File: config.mk
export PLATFORM = sky130hd
export DESIGN_NAME = wb_port_arbiter
export DESIGN_NICKNAME = d
export VERILOG_FILES = /design/src/rtl/wb_port_arbiter.sv
export SDC_FILE = /design/constraint.sdc
export NUM_CORES = 1
export LEC_CHECK = 0
export ABC_AREA = 1
export BUFFER_PORTS_ARGS = -buffer_cell sky130_fd_sc_hd__buf_2
export CAP_MARGIN = 10
export CORE_ASPECT_RATIO = 0.7
export CORE_MARGIN = 10
export CORE_UTILIZATION = 48
export DETAILED_ROUTE_END_ITERATION = 12
export HOLD_SLACK_MARGIN = 0.12
export PLACE_DENSITY = 0.85
export SYNTH_ARGS = -nofsm -noshare
export SYNTH_HDL_FRONTEND = slang
export SYNTH_SLANG_ARGS = --single-unit
File: constraint.sdc
create_clock -name clk -period 1.3 [get_ports clk]
set_input_delay 0.13 -clock clk [delete_from_list [all_inputs] [get_ports clk]]
set_output_delay 0.13 -clock clk [all_outputs]
set_load 0.05 [all_outputs]
File: src/rtl/wb_port_arbiter.sv
// Single register-file write port shared by the in-order WB stage and the late-returning MDU.
// Tracks MDU destinations in flight so decode can see hazards; the winning write is registered once.
module wb_port_arbiter #(
   parameter int XLEN       = 64,
   parameter int STARVE_LIM = 4
) (
   input  logic            clk,
   input  logic            rst,
   input  logic            pipe_valid_i,
   input  logic            pipe_wen_i,
   input  logic [4:0]      pipe_rd_i,
   input  logic [XLEN-1:0] pipe_data_i,
   output logic            pipe_ready_o,
   input  logic            mdu_issue_i,
   input  logic [4:0]      mdu_issue_rd_i,
   input  logic            mdu_valid_i,
   input  logic [4:0]      mdu_rd_i,
   input  logic [XLEN-1:0] mdu_data_i,
   output logic            mdu_ready_o,
   input  logic [4:0]      rs1_i,
   input  logic [4:0]      rs2_i,
   output logic            rs1_busy_o,
   output logic            rs2_busy_o,
   output logic            rf_wen_o,
   output logic [4:0]      rf_waddr_o,
   output logic [XLEN-1:0] rf_wdata_o
);

   localparam logic [3:0] LIM = 4'(STARVE_LIM);

   typedef enum logic {PIPE_PRI, MDU_FORCE} state_t;

   state_t      state_reg;
   logic [3:0]  cnt_reg;
   logic [3:0]  cnt_inc;
   logic [31:0] sb_reg;
   logic [31:0] sb_next;
   logic        pipe_req;
   logic        pipe_grant;
   logic        mdu_grant;
   logic        mdu_lose;

   always_comb begin
      pipe_req   = pipe_valid_i & pipe_wen_i;
      pipe_grant = 1'b0;
      mdu_grant  = 1'b0;
      if (state_reg == MDU_FORCE) begin
         mdu_grant = mdu_valid_i;
      end else begin
         pipe_grant = pipe_req;
         mdu_grant  = mdu_valid_i & ~pipe_req;
      end
      mdu_lose     = mdu_valid_i & ~mdu_grant;
      cnt_inc      = (cnt_reg == 4'hF) ? 4'hF : cnt_reg + 4'd1;
      pipe_ready_o = ~pipe_req | pipe_grant;
      mdu_ready_o  = mdu_grant;
   end

   // A new issue to the same index beats the clear of the returning result.
   assign sb_next[0] = 1'b0;
   generate
      for (genvar gi = 1; gi < 32; gi++) begin : g_sb
         assign sb_next[gi] = (mdu_issue_i & (mdu_issue_rd_i == 5'(gi)))
                            | (sb_reg[gi] & ~(mdu_grant & (mdu_rd_i == 5'(gi))));
      end
   endgenerate

   assign rs1_busy_o = sb_reg[rs1_i];
   assign rs2_busy_o = sb_reg[rs2_i];

   always_ff @(posedge clk) begin
      if (rst) begin
         state_reg  <= PIPE_PRI;
         cnt_reg    <= 4'd0;
         sb_reg     <= 32'd0;
         rf_wen_o   <= 1'b0;
         rf_waddr_o <= 5'd0;
         rf_wdata_o <= '0;
      end else begin
         sb_reg <= sb_next;
         case (state_reg)
            PIPE_PRI: begin
               if (mdu_lose) begin
                  cnt_reg <= cnt_inc;
                  if (cnt_inc >= LIM)
                     state_reg <= MDU_FORCE;
               end else begin
                  cnt_reg <= 4'd0;
               end
            end
            default: begin
               // Force lasts one cycle: either the MDU is granted or it has withdrawn.
               cnt_reg   <= 4'd0;
               state_reg <= PIPE_PRI;
            end
         endcase

         if (pipe_grant) begin
            rf_wen_o   <= (pipe_rd_i != 5'd0);
            rf_waddr_o <= pipe_rd_i;
            rf_wdata_o <= pipe_data_i;
         end else if (mdu_grant) begin
            rf_wen_o   <= (mdu_rd_i != 5'd0);
            rf_waddr_o <= mdu_rd_i;
            rf_wdata_o <= mdu_data_i;
         end else begin
            rf_wen_o   <= 1'b0;
         end
      end
   end

   // Upstream must interlock on the busy outputs before retiring a pipe write.
   pipe_write_to_busy_rd : assert property (@(posedge clk) disable iff (rst)
      (pipe_grant && pipe_rd_i != 5'd0) |-> !sb_reg[pipe_rd_i]);

endmodule
==> impl_results.md, run 1 <==
* Status: did not finish
* Last stage: 5_1_grt
* Tool error: [ERROR GRT-0232] Routing congestion too high. Check the congestion heatmap in the GUI.
* Top cells by area, synth: dfxtp_1, nand2_1, a31oi_1, nand3_1, inv_1
* Die span in y at 107 um
* Post-synth top flop: dfxtp_1
* Die width at approximately 140 um
* Async set or reset register ratio after synthesis at 0%
* Register bit count reported by yosys at 106
* Post-synth EDFFs at 0
* Detail Placement HPWL at approximately 15 mm
* Mapped Nets at 968
* GRT Total Usage at 61.8%
* Count leader, synth: nand2_1
* IO Pins at 233
* Synthesized instance count at between 800 and 900
* Clk buf depth at 2
* Gr ovfl total at 7
* Sequential area share after synthesis at 40.8%
* Largest net degree at the start of global routing at 57
* Yosys cell types at 23
* Synthesis Warnings at 0
* Cell taking the most area after synthesis: dfxtp_1
* Clk root buf: clkbuf_16
* Cell area after synthesis at 5200 sq um
* Initial core utilization at 49.7%
* Most frequent cells after synthesis: nand2_1, dfxtp_1, nand3_1, a31oi_1, inv_1
* Worst_ep grt: rs1_busy_o
* Avg Synthesized Cell Area at 6.44 sq um
* Num CTS Buffers at 9
* H-tree Lvls at 3
* Site Rows at 31
* Top-area cell type share of the netlist area at 40.8%
* CTS Sinks at 106
* Worst ep type: top-level output
* PortBufs at 232
* GPL Wtd Cong at between 0.9 and 1
==> timing repair <==
| item | in CTS |
|---|---|
| pin swaps | 5 |
| resized for setup | 48 |
| endpoints found under the setup margin | 8 |
| hold buffers | 130 |
| setup buffers | 5 |
| hold endpoints to repair | 66 |
==> kinds of logic after synthesis <==
group	after synthesis	synth area share [%]
buffers and inverters	98	8.42
and+or+nand+nor	486	37.5
adders and majority gates	1	0.240
AOI/OAI and AO/OA	117	13.0
DFF	106	40.8
==> metrics by stage <==
step	worst slack [ns]	utilization (%)	TNS, ns	std cells	cell area (sq um)
2_1_floorplan	0.0147	-	0	808	5210
3_3_place_gp	-0.0247	62.8	-0.0303	1153	6580
3_5_place_dp	-0.0226	62.8	-0.0569	1153	6580
4_1_cts	-0.194	79.3	-0.385	1304	8310
==> metal layers <==
| layer | global-route usage (%) | GRT overflow |
|---|---|---|
| met1 | 56.8 | 0 |
| met2 | 77.5 | 3 |
| met3 | 56.7 | 0 |
| met4 | 59.9 | 4 |
| met5 | 12.8 | 0 |
==> run 2: changes to the inputs <==
--- a/config.mk
+++ b/config.mk
@@ -8,12 +8,10 @@
 export ABC_AREA = 1
 export BUFFER_PORTS_ARGS = -buffer_cell sky130_fd_sc_hd__buf_2
 export CAP_MARGIN = 10
-export CORE_ASPECT_RATIO = 0.7
 export CORE_MARGIN = 10
-export CORE_UTILIZATION = 48
+export CORE_UTILIZATION = 40
 export DETAILED_ROUTE_END_ITERATION = 12
-export HOLD_SLACK_MARGIN = 0.12
-export PLACE_DENSITY = 0.85
+export PLACE_DENSITY_LB_ADDON = 0.15
 export SYNTH_ARGS = -nofsm -noshare
 export SYNTH_HDL_FRONTEND = slang
 export SYNTH_SLANG_ARGS = --single-unit
==> run 2 against run 1 <==
Against the previous run: the flow now finishes, with violations (negative setup slack); synthesized area unchanged; synthesized cell count unchanged.
==> impl_results.md, run 2 <==
* Largest register FFs at between 60 and 70
* DRT Pass-1 Iters at 6
* Setup Slack @ Placement at -0.0285 ns (was -0.0226 ns)
* IO Pins at 233 (unchanged)
* Most frequent cells after synthesis: nand2_1, dfxtp_1, nand3_1, a31oi_1, inv_1 (unchanged)
* Vias in the first global route at 5966
* Proportion of layout cells with a drive suffix above 1 at roughly 36%
* # fillers at between 1000 and 1500
* Core ar. at ~13000 sq um
* Largest net degree at the start of global routing at 69
* Sequential area share after synthesis at 40.8% (unchanged)
* Min setup slack post-route at -0.224 ns
* Die area at around 18000 sq um
* PwrDens at 1070 nW/um^2
* Register bit count reported by yosys at 106 (unchanged)
* Util after Layout at 59.0%
* Fin cells at 1235
* Clk buf depth at 2 (unchanged)
* Detail Placement HPWL at 15.0 mm (was 14.9 mm)
* Final Critical Period at 1.52 ns
* PortBufs at 232 (unchanged)
* Gr ovfl total at 0
* Die span in y at 134 um (was 107 um)
* Most frequent cells in the layout: nand2_1, buf_2, dfxtp_1
* Clock Latency Late Sink at 0.36 ns
* Hold-fix buffers, CTS at 0 (was 130)
* First-pass GRT wire length at 30.5 mm
* Clk root buf: clkbuf_16 (unchanged)
* Post-synth top flop: dfxtp_1 (unchanged)
* Crit. End Element: output pin
* Fin crit share at 117%
* H-tree Lvls at 3 (unchanged)
* Count leader, synth: nand2_1 (unchanged)
* Status: finished, violations left (was did not finish)
* Async set or reset register ratio after synthesis at 0% (unchanged)
* Cell taking the most area after synthesis: dfxtp_1 (unchanged)
* Avg Synthesized Cell Area at 6.44 sq um (unchanged)
* DR vias/cell at 4.97
* Die width at 134 um (was 144 um)
* Worst Tran Pin Value at 0.416 ns
* Setup violators final at 49
* Top-area cell type share of the netlist area at 40.8% (unchanged)
* Num CTS Buffers at 9 (unchanged)
* Clock Skews at 0.00891 ns
* GPL Wtd Cong at 0.912 (was 0.936)
* Fmax achieved at roughly 0.66 GHz
* Initial antenna violation count at 3
* Post-synth EDFFs at 0 (unchanged)
* Post-DR wirelength/cell at 16.7 um
* Final nets at 1215
* Yosys cell types at 23 (unchanged)
* Final Hold Viols at 0
* WS Path Type: flop to output pin
* CTS tree: done
* CTS Sinks at 106 (unchanged)
* CP arrival at 1.39 ns
* Final WL at 20.6 mm
* Worst hold path type: primary input to flop
* Critical Path RT at 1.17 ns
* Area grow syn2layout at 43.6%
* Max Cap Viol at 0
* Most common cell after layout, fill and taps aside: nand2_1
* Leak Pwr at roughly 3.5 nW
* GRT Total Usage at 21.0%
* Synthesis Warnings at 0 (unchanged)
* Total power at 8.01 mW
* Failing checks: negative setup slack
* CTS clk-pin slew, worst paths at 0.07 ns
* Peak supply drop at 767 uV
* Site Rows at 41 (was 31)
* Initial core utilization at 41.1% (was 49.7%)
* Cell area after synthesis at 5200 sq um (unchanged)
* Detail Route Antenna Nets at 0
* Startpoint types: flop
* Iteration-0 DRC Markers at 348
* Mapped Nets at 968 (unchanged)
* Top cells by area, synth: dfxtp_1, nand2_1, a31oi_1, nand3_1, inv_1 (unchanged)
* Dpl cells at 1196 (was 1153)
* Routed vias at approximately 6100
* Final Slew Violations at 0
* TNS Setup at -1.80 ns
* R2R Setup Slk at -0.06 ns
* DRC at 0
* Critical Path Fanout Max at 3
* RSZ-0062 raised after global routing: yes
* Synthesized instance count at 808 (unchanged)
* Slew HR at a little over 70%
-- run 2: cell families after synthesis --
| kind of cell | Yosys count | share of synthesized area [%] |
|---|---|---|
| simple gates | 486 | 37.5 |
| compound gates | 117 | 13.0 |
| flops | 106 | 40.8 |
| buf+inv | 98 | 8.42 |
| fa+ha+maj | 1 | 0.240 |
-- run 2: power by group --
part	total (mW)	switching [mW]	internal, mW
logic	1.96	1.29	0.663
clock network	2.57	1.26	1.31
registers	3.48	0.0884	3.40
-- run 2: cell type report --
class | count | area, sq um | share of cell area, %
Antenna cell | 3 | 7.51 | 0.100
Multi-Input combinational cell | 604 | 2810 | 37.6
Sequential cell | 106 | 2180 | 29.2
Clock inverter | 5 | 38.8 | 0.519
Inverter | 53 | 204 | 2.73
Tap cell | 172 | 215 | 2.88
Clock buffer | 11 | 233 | 3.12
Timing Repair Buffer | 281 | 1790 | 23.9
-- run 2: worst paths after layout --
| path | start | endpoint | cells past startpoint |
|---|---|---|---|
| max | sb_reg[16] | rs1_busy_o | 9 |
| min | mdu_data_i[47] | rf_wdata_o[47] | 3 |
| max reg2reg | state_reg | sb_reg[26] | 9 |
| min reg2reg | sb_reg[18] | sb_reg[18] | 2 |
-- run 2: critical path: stages (launching register included) --
cell,delay [ns]
dfxtp_4,0.36
nand2_1,0.07
nand3_1,0.08
nand3_1,0.08
nand2_1,0.06
nand2_1,0.05
nand2_1,0.05
nand2_1,0.07
nand2_2,0.06
buf_8,0.14
-- run 2: per-layer routing --
layer,up-vias,share of wire (%),GRT usage (%)
li1,3102,-,-
met1,2755,41,23.7
met2,250,48,35.1
met3,29,9.5,8.78
met4,0,1.8,6.89
met5,-,0,0
-- run 2: stage by stage --
| stage | hold WS, ns | area (sq um) |
|---|---|---|
| floorplan | 0.287 | 5210 |
| global placement | 0.389 | 6680 |
| detailed placement | 0.393 | 6680 |
| CTS | 0.0139 | 7040 |
| global route | 0.0239 | 7470 |
| finish | 0.0225 | 7470 |
-- run 2: repair_timing --
item,CTS,global route
resized for setup,46,63
pin swaps,7,64
endpoints found under the setup margin,4,14
setup buffers,2,12
gates cloned,0,6
No activity file was read; power rests on OpenSTA's default activity.
==> run 3: changes to the inputs <==
==> constraint.sdc (replaced) <==
create_clock -name clk -period 1.42 [get_ports clk]
set_input_delay 0.142 -clock clk [delete_from_list [all_inputs] [get_ports clk]]
set_output_delay 0.142 -clock clk [all_outputs]
set_load 0.05 [all_outputs]
==> run 3 against run 2 <==
Against the previous run: the flow still finishes with violations (negative setup slack); critical path type unchanged; register-to-register slack gained 0.17 ns; global-route usage shrank 0.52 points; clock skew shrank 0.0015 ns.
==> impl_results.md, run 3 (same netlist as run 2, synthesis figures left out) <==
* Startpoint types: flop (unchanged)
* Crit. End Element: output pin (unchanged)
* Setup Slack @ Placement at 0.0808 ns (was -0.0285 ns)
* Min setup slack post-route at -0.119 ns (was -0.224 ns)
* Final Hold Viols at 0 (unchanged)
* First-pass GRT wire length at 29.8 mm (was 30.5 mm)
* Most used cell, CP: nand2_1 (unchanged)
* Slew HR at 75.2% (was 72.3%)
* Highest metal used: met5 (was met4)
* H-tree Lvls at 3 (unchanged)
* Crit path max-delay family: simple AND/OR/NAND/NOR gates (unchanged)
* Cell chain of the critical path: nand2_2 -> nand3_1 -> nand3_2 -> nand2_1 -> nand2_1 -> nand2_1 -> nand2_1 -> nand2_1 -> buf_6 (was nand2_1 -> nand3_1 -> nand3_1 -> nand2_1 -> nand2_1 -> nand2_1 -> nand2_1 -> nand2_2 -> buf_8)
* GRT Total Usage at 20.5% (was 21.0%)
* Dpl cell area at 6630 sq um (was 6680 sq um)
* TNS Setup at -0.213 ns (was -1.80 ns)
* Failing checks: negative setup slack (unchanged)
* Die area at 18000 sq um (unchanged)
* Die span in y at 134 um (unchanged)
* Largest register FFs at 64 (unchanged)
* Worst Tran Pin Value at 0.373 ns (was 0.416 ns)
* Worst path max stage delay at 0.38 ns (was 0.36 ns)
* DR vias/cell at 4.99 (was 4.97)
* Status: finished, violations left (unchanged)
* Iteration-0 DRC Markers at 434 (was 348)
* Final WL at 19.6 mm (was 20.6 mm)
* # fillers at 1280 (was 1236)
* Hold-fix buffers, CTS at 0 (unchanged)
* Critical Path Fanout Max at 3 (unchanged)
* Clock Skews at 0.00739 ns (was 0.00891 ns)
* RSZ-0062 raised after global routing: yes (unchanged)
* CTS tree: done (unchanged)
* Critical Path RT at 1.28 ns (was 1.17 ns)
* Clk buf depth at 2 (unchanged)
* Final nets at 1202 (was 1215)
* CTS Sinks at 106 (unchanged)
* Gr ovfl total at 0 (unchanged)
* Slowest stage cell on the critical path: dfxtp_4 (unchanged)
* Most frequent cells in the layout: nand2_1, buf_2, dfxtp_1 (unchanged)
* Most common cell after layout, fill and taps aside: nand2_1 (unchanged)
* Final Slew Violations at 0 (unchanged)
* PwrDens at 1040 nW/um^2 (was 1070 nW/um^2)
* Peak supply drop at 524 uV (was 767 uV)
* DRT Pass-1 Iters at 5 (was 6)
* Core ar. at 12700 sq um (unchanged)
* Routed vias at 6090 (was 6136)
* FF+latch area at 2180 sq um (about the same)
* Post-DR wirelength/cell at 16.0 um (was 16.7 um)
* Fin crit share at 108%
* Dpl cells at 1192 (was 1196)
* WL met3 at 1.96 mm (about the same)
* Fin cells at 1220 (was 1235)
* Setup violators final at 2 (was 49)
* Detail Placement HPWL at 14.9 mm (was 15.0 mm)
* Proportion of layout cells with a drive suffix above 1 at 32.7% (was 36.0%)
* GPL Wtd Cong at 0.897 (was 0.912)
* Metal-1 WL at 8.01 mm (was 8.38 mm)
* Max Cap Viol at 0 (unchanged)
* Clk root buf: clkbuf_16 (unchanged)
* Initial core utilization at 41.1% (unchanged)
* Num CTS Buffers at 9 (unchanged)
* Leak Pwr at 3.39 nW (was 3.54 nW)
* DRC at 0 (unchanged)
* PortBufs at 232 (unchanged)
* Initial antenna violation count at 2 (was 3)
* Worst hold path type: primary input to flop (unchanged)
* Detail Route Antenna Nets at 0 (unchanged)
* Post-route cell area at 7190 sq um (was 7470 sq um)
* Die width at 134 um (unchanged)
* IO Pins at 233 (unchanged)
* CP arrival at 1.40 ns (was 1.39 ns)
* CTS clk-pin slew, worst paths at 0.07 ns (about the same)
* Area grow syn2layout at 38.2% (was 43.6%)
* Final Critical Period at 1.54 ns
* Largest net degree at the start of global routing at 43 (was 69)
* Site Rows at 41 (unchanged)
* WS Path Type: flop to output pin (unchanged)
* Vias in the first global route at 5660 (was 5966)
* Buffers & Inverters on Critical Path at 1 (unchanged)
* Met2 WL post-DR at 9.24 mm (was 9.91 mm)
* Clock Latency Late Sink at 0.35 ns (was 0.36 ns)
* Fmax achieved at 0.650 GHz
* Footprint of the multi-input gates at 2710 sq um (was 2810 sq um)
[run 3: changes by cell type in the layout (fill, tap and decap cells not counted), moves of 4 or more]
cell	delta
a21oi_1	+6
a21oi_2	-6
buf_6	-5
nand2_1	+20
nand2_2	-15
nand2_4	-5
nand3_1	-4
nand3_2	+4
[run 3: path summary, 6_finish.rpt]
| kind | startpoint | end | slack [ns] | depth (start not counted) |
|---|---|---|---|---|
| worst max register to register | state_reg | sb_reg[16] | 0.11 | 8 |
| worst min register to register | sb_reg[2] | sb_reg[2] | 0.47 | 2 |
| worst min-delay path | mdu_data_i[17] | rf_wdata_o[17] | 0.04 | 3 |
| worst max-delay path | sb_reg[22] | rs1_busy_o | -0.12 | 9 |
[run 3: worst register-to-register path, cell delays in order, from the launching register on]
cell and delay, ns:
dfxtp_4 0.37, inv_2 0.05, nand3_4 0.06, nand2_4 0.08
buf_4 0.15, nor2_4 0.14, inv_1 0.10, o21ai_0 0.15
a21oi_1 0.08
[run 3: stage by stage]
| stage | hold slack [ns] | total power [mW] | utilization (%) |
|---|---|---|---|
| 6_report | 0.0432 | 7.48 | 56.8 |
| 5_1_grt | 0.0415 | 7.78 | 56.7 |
| 4_1_cts | 0.0270 | 7.50 | 55.3 |
| 3_5_place_dp | 0.408 | 4.90 | 52.3 |
| 3_3_place_gp | 0.403 | 4.90 | 52.3 |
| 2_1_floorplan | 0.299 | 4.30 | - |
[run 3: final cells by class]
| type | instances | share of cell area (%) |
|---|---|---|
| repair buffers | 268 | 21.9 |
| flip-flops and latches | 106 | 30.3 |
| well taps | 172 | 2.99 |
| diodes | 1 | 0.0348 |
| multi-input cells | 604 | 37.7 |
| clock inverters | 6 | 0.905 |
| inverters | 53 | 2.84 |
| clock buffers | 10 | 3.32 |
[run 3: timing repair]
| action | in CTS | in global routing |
|---|---|---|
| pin swaps | 5 | 21 |
| resized for setup | 43 | 24 |
| cloned | 0 | 1 |
| endpoints found under the setup margin | 3 | 3 |
| setup buffers | 0 | 10 |
[run 3: power breakdown]
group / switching [mW] / internal [mW]
combinational: 1.15 / 0.554
sequential: 0.0811 / 3.11
clock: 1.16 / 1.42
[run 3: routing by layer]
layer	vias up	track usage [%]
li1	3068	-
met2	276	34.3
met1	2718	23.8
met5	-	0
met3	26	8.07
met4	2	5.50
